**src/rtl/i2c_s_if.sv**
```systemverilog
// I2C target interface: oversampled SCL/SDA, START/STOP detection, fixed 7-bit address match,
// write-byte strobes and read-byte requests toward user logic. Does not stretch the clock.
module i2c_s_if #(
    parameter logic [6:0] SLV_ADR = 7'h2A
) (
    input  logic       clk,
    input  logic       rstb,
    input  logic       scl_i,
    input  logic       sda_i,
    output logic       sda_o,
    output logic       wr_en,
    output logic [7:0] wr_data,
    output logic       wr_first,
    output logic       rd_req,
    input  logic [7:0] rd_data,
    output logic       start_det,
    output logic       stop_det,
    output logic       busy
);

    typedef enum logic [2:0] {
        IDLE, ADDR, ADDR_ACK, WR_DATA, WR_ACK, RD_DATA, RD_ACK, IGNORE
    } state_t;

    state_t     state;
    logic [2:0] scl_sync;
    logic [2:0] sda_sync;
    logic [2:0] bit_cnt;
    logic [7:0] rx_shift;
    logic [7:0] tx_shift;
    logic       byte_done;
    logic       rw;
    logic       first_flag;
    logic       load_tx;
    logic       scl_rise;
    logic       scl_fall;
    logic       start_cond;
    logic       stop_cond;
    logic       sda;

    // Two synchronizer stages plus one history stage; pure data path, no reset needed.
    always_ff @(posedge clk) begin
        scl_sync <= {scl_sync[1:0], scl_i};
        sda_sync <= {sda_sync[1:0], sda_i};
    end

    assign sda        = sda_sync[1];
    assign scl_rise   = scl_sync[1] & ~scl_sync[2];
    assign scl_fall   = ~scl_sync[1] & scl_sync[2];
    assign start_cond = scl_sync[1] & scl_sync[2] & ~sda_sync[1] & sda_sync[2];
    assign stop_cond  = scl_sync[1] & scl_sync[2] & sda_sync[1] & ~sda_sync[2];

    always_ff @(posedge clk) begin
        if (rstb) begin
            state      <= IDLE;
            bit_cnt    <= '0;
            rx_shift   <= '0;
            tx_shift   <= '0;
            byte_done  <= 1'b0;
            rw         <= 1'b0;
            first_flag <= 1'b0;
            load_tx    <= 1'b0;
            sda_o      <= 1'b1;
            wr_en      <= 1'b0;
            wr_data    <= '0;
            wr_first   <= 1'b0;
            rd_req     <= 1'b0;
            start_det  <= 1'b0;
            stop_det   <= 1'b0;
            busy       <= 1'b0;
        end else begin
            wr_en     <= 1'b0;
            rd_req    <= 1'b0;
            start_det <= 1'b0;
            stop_det  <= 1'b0;
            load_tx   <= 1'b0;
            if (load_tx) tx_shift <= rd_data;

            if (start_cond) begin
                state     <= ADDR;
                bit_cnt   <= '0;
                byte_done <= 1'b0;
                sda_o     <= 1'b1;
                start_det <= 1'b1;
                busy      <= 1'b1;
            end else if (stop_cond) begin
                state     <= IDLE;
                bit_cnt   <= '0;
                byte_done <= 1'b0;
                sda_o     <= 1'b1;
                stop_det  <= 1'b1;
                busy      <= 1'b0;
            end else begin
                case (state)
                    ADDR, WR_DATA: begin
                        if (scl_rise) begin
                            rx_shift <= {rx_shift[6:0], sda};
                            bit_cnt  <= bit_cnt + 3'd1;
                            if (bit_cnt == 3'd7) byte_done <= 1'b1;
                        end else if (scl_fall && byte_done) begin
                            byte_done <= 1'b0;
                            if (state == ADDR) begin
                                rw <= rx_shift[0];
                                if (rx_shift[7:1] == SLV_ADR) begin
                                    sda_o <= 1'b0;
                                    state <= ADDR_ACK;
                                    if (rx_shift[0]) begin
                                        rd_req  <= 1'b1;
                                        load_tx <= 1'b1;
                                    end
                                end else begin
                                    state <= IGNORE;
                                end
                            end else begin
                                wr_data    <= rx_shift;
                                wr_en      <= 1'b1;
                                wr_first   <= first_flag;
                                first_flag <= 1'b0;
                                sda_o      <= 1'b0;
                                state      <= WR_ACK;
                            end
                        end
                    end
                    ADDR_ACK: begin
                        if (scl_fall) begin
                            if (rw) begin
                                sda_o <= tx_shift[7];
                                state <= RD_DATA;
                            end else begin
                                sda_o      <= 1'b1;
                                first_flag <= 1'b1;
                                state      <= WR_DATA;
                            end
                        end
                    end
                    WR_ACK: begin
                        if (scl_fall) begin
                            sda_o <= 1'b1;
                            state <= WR_DATA;
                        end
                    end
                    RD_DATA: begin
                        // Bit 7 is already on the wire on entry; each fall presents the next one.
                        if (scl_fall) begin
                            bit_cnt <= bit_cnt + 3'd1;
                            if (bit_cnt == 3'd7) begin
                                sda_o <= 1'b1;
                                state <= RD_ACK;
                            end else begin
                                sda_o    <= tx_shift[6];
                                tx_shift <= {tx_shift[6:0], 1'b0};
                            end
                        end
                    end
                    RD_ACK: begin
                        if (scl_rise) begin
                            if (!sda) begin
                                rd_req    <= 1'b1;
                                load_tx   <= 1'b1;
                                byte_done <= 1'b1;
                            end else begin
                                state <= IGNORE;
                            end
                        end else if (scl_fall && byte_done) begin
                            byte_done <= 1'b0;
                            sda_o     <= tx_shift[7];
                            state     <= RD_DATA;
                        end
                    end
                    IGNORE: sda_o <= 1'b1;
                    default: state <= IDLE;
                endcase
            end
        end
    end

endmodule

```
**config.mk**
```make
export PLATFORM = sky130hd
export DESIGN_NAME = i2c_s_if
export DESIGN_NICKNAME = d
export VERILOG_FILES = /design/src/rtl/i2c_s_if.sv
export SDC_FILE = /design/constraint.sdc
export NUM_CORES = 1
export LEC_CHECK = 0
export ABC_AREA = 0
export BUFFER_PORTS_ARGS = -buffer_cell sky130_fd_sc_hd__buf_2
export CAP_MARGIN = 10
export CORE_MARGIN = 3
export CORE_UTILIZATION = 25
export CTS_BUF_LIST = sky130_fd_sc_hd__clkbuf_4 sky130_fd_sc_hd__clkbuf_8
export CTS_CLUSTER_SIZE = 28
export DETAILED_ROUTE_END_ITERATION = 16
export PLACE_DENSITY = 0.53
export SYNTH_ARGS = -nofsm -noshare
export SYNTH_HDL_FRONTEND = slang
export SYNTH_SLANG_ARGS = --single-unit
export TNS_END_PERCENT = 10
```
**constraint.sdc**
```tcl
create_clock -name clk -period 2.4 [get_ports clk]
set_input_delay 0.24 -clock clk [delete_from_list [all_inputs] [get_ports clk]]
set_output_delay 0.24 -clock clk [all_outputs]
set_load 0.005 [all_outputs]
```
==> out/metrics.yaml <==
clocking:
  clock-sinks: 46
  cts_buffer_depth: 2
  cts_buffers: 5
  cts_tree: "yes"
  postCtsSetupBuffers: 0
  root_buffer: "clkbuf_8"
  worstSkewPairLatency_ns: 0.31
  post_cts_resized: 0
  clk_pin_slew_ns: 0.09
  htree_levels: 2
  cts_hold_buffers: 0
final_layout:
  drive_gt1_share_pct: 17.8
  nets: 266
  synthToLayoutAreaGrowth_pct: 13.5
  multi_input_area_sq_um: 1060
  fillers: 850
  seqCellArea_sq_um: 921
  instances_no_fill: 355
  antenna_cells: 0
global_routing:
  antenna_found_initial: 0
  grt_pass1_vias: 1533
  grt_start_max_net_pins: 25
  overflow: 0
  grt_pass1_wl_mm: 7.58
  grt.total_usage_pct: 9.66
yosys:
  synth_simple_gate_area_share_pct: 23.2
  syn_avg_cell_area_sq_um: 8.94
  synth.distinct_cells: 43
  synth_fa_ha_area_share_pct: 1.20
  synth_compound_area_share_pct: 15.1
  mappedNetlistArea_sq_um: 2080
  synth_top_family_by_area: "simple AND/OR/NAND/NOR gates"
  netlist_instances: 233
  ys_warn_count: 0
  yosys_register_bits: 46
  synth_xor_area_share_pct: 0.841
  synth_nets: 247
  synth_mux_area_share_pct: 10.6
  ys_seq_area_share_pct: 44.2
timing:
  period_needed_ns: 1.93
  relSlewSlack_pct: 61.3
  clock.fmax_ghz: 0.518
  hold_viol_final: 0
  setup_violations: 0
  fin_skew_ns: 0.0108
  tightest_slew_ns: 0.580
  period_share_pct: 80.4
  fin_setup_tns_ns: 0
  rsz0062_at_grt: "false"
  slew_violations: 0
routing:
  drc: 0
  drt_first_iter_violations: 113
  viasPerCell: 4.58
  drtPass1Iterations: 4
  ant_nets: 0
  dr_total_vias: 1627
  routed_wl_mm: 4.24
  wl_per_cell_um: 11.9
setup_path:
  crit_type: "flop to flop"
  crit_buf_inv: 0
  cp.arrival_ns: 2.14
  slowest_stage: "dfxtp_1"
  crit_family: "compound AO/OA/AOI/OAI gates"
  endpoint_kind: "flop"
  max_stage_delay_ns: 0.70
  cp.required_ns: 2.61
  worstSetupStartpointType: "flop"
  crit_chain: "nor4bb_1 > o21a_1 > o31ai_4 > a21oi_2 > a2111oi_2"
  cp_max_fo: 18
place:
  place_congestion: 0.860
  place_inst: 347
  portBuffers: 26
  hpwl_mm: 2.95
power:
  peakVddDrop_v: 0.000203
  power_leakage_uw: 0.000988
  p_per_area_nw_per_um2: 741
floorplanning:
  die_area_sq_um: 9460
  fp.coreArea_sq_um: 7890
  pin_count: 27
  fp.dieW_um: 97.3
  fp.dieH_um: 97.3
  fp-row-count: 32
  initial_core_util_pct: 26.4
min_path:
  hold_path.class: "input pin to flop"
flow_run:
  cap_violations: 0
status:
  outcome: "completed"
Yosys cell counts:
library cell   n  area, sq um
a22oi_1        1         7.51
ha_1           2         25.0
nand2b_2       1         8.76
o32ai_1        1         8.76
nand3b_1       3         22.5
a211o_1        1         8.76
nor2_1        33          124
and2_4         1         8.76
nand4_1        1         6.26
xor2_1         2         17.5
or2_2          1         6.26
nor2b_1        4         25.0
o21a_1         1         7.51
dfxtp_1       46          921
and2_1         1         6.26
nor3b_2        1         12.5
mux2i_1       22          220
nor3_1         5         25.0
a21oi_1       16         80.1
a211oi_1       8         60.1
buf_1          1         3.75
nand4b_1       2         17.5
buf_2          5         25.0
a21o_1         2         15.0
nand2b_1       4         25.0
and3_1         3         18.8
inv_1          5         18.8
and2b_1        1         7.51
clkbuf_1       8         30.0
a31oi_1        2         12.5
a2111oi_2      1         15.0
nand3_1        2         10.0
a221oi_4       1         26.3
or2b_1         1         7.51
buf_6          2         22.5
o221ai_1       1         8.76
nand2_1       25         93.8
nor4bb_1       2         20.0
nor3b_1        4         30.0
a21oi_2        1         8.76
o31ai_4        1         21.3
o21ai_0        7         35.0
or3b_2         1         8.76
registers in the layout, summed over array words and instances, names as in the netlist, 3 cells and up:
name	count
bit_cnt	3
tx_shift	8
state	3
rx_shift	8
wr_data	8
scl_sync	3
sda_sync	3
metrics by stage:
step           hold slack (ns)  area (sq um)  util [%]  total power (uW)  setup WS, ns
6_report                0.0347          2360      30.0              1750         0.469
5_1_grt                 0.0187          2360      30.0              1870         0.271
4_1_cts                 0.0236          2360      30.0              1770         0.461
3_5_place_dp             0.313          2270      28.8              1280         0.459
3_3_place_gp             0.313          2270      28.8              1280         0.527
2_1_floorplan            0.268          2080         -              1220         0.693
worst reg2reg max path, stage by stage (launching register included):
cell       delay, ns
dfxtp_1         0.70
nor4bb_1        0.13
o21a_1          0.22
o31ai_4         0.36
a21oi_2         0.10
a2111oi_2       0.32
final timing paths:
kind	end	startpoint	depth (start not counted)	slack, ns
worst max-delay path	state[2]	state[0]	5	0.47
worst min-delay path	sda_sync[0]	sda_i	1	0.03
worst max register to register	state[2]	state[0]	5	0.47
worst min register to register	scl_sync[1]	scl_sync[0]	0	0.33
layout make-up:
cell class	instances	area share, %
clock buffer	5	2.91
clock inverter	3	0.899
inverter	5	0.794
multi-input combinational	166	44.9
sequential	46	38.9
tap	102	5.40
timing repair buffer	28	6.14
cell usage in the layout, fill, tap and decap left out, types with 3 or more instances in the layout:
cell,n
dfxtp_1,46
nor2_1,33
buf_2,26
nand2_1,25
mux2i_1,22
a21oi_1,16
a211oi_1,8
o21ai_0,7
inv_1,5
nor3_1,5
clkbuf_8,5
nand2b_1,4
nor2b_1,4
nor3b_1,4
and3_1,3
nand3b_1,3
cell families (layout without fill, tap and decap cells):
| kind of cell | Yosys count | in the layout |
|---|---|---|
| AOI/OAI and AO/OA | 44 | 44 |
| buffers and inverters | 21 | 41 |
| xor gates and xnor gates | 2 | 2 |
| DFF | 46 | 46 |
| and+or+nand+nor | 96 | 96 |
| adders and majority gates | 2 | 2 |
| muxes | 22 | 22 |
report_power, final:
group | internal [uW] | switching (uW) | total (uW)
clock network | 205 | 286 | 491
registers | 805 | 90.2 | 895
logic | 184 | 183 | 366
total | 1190 | 559 | 1750
metal layers:
layer	vias up	GRT usage (%)	routed length [um]
li1	844	-	-
met5	-	0	0
met4	0	3.19	44
met1	747	13.7	2110
met3	7	2.80	185
met2	29	14.0	1890
Power figures use the tool's default switching activity.
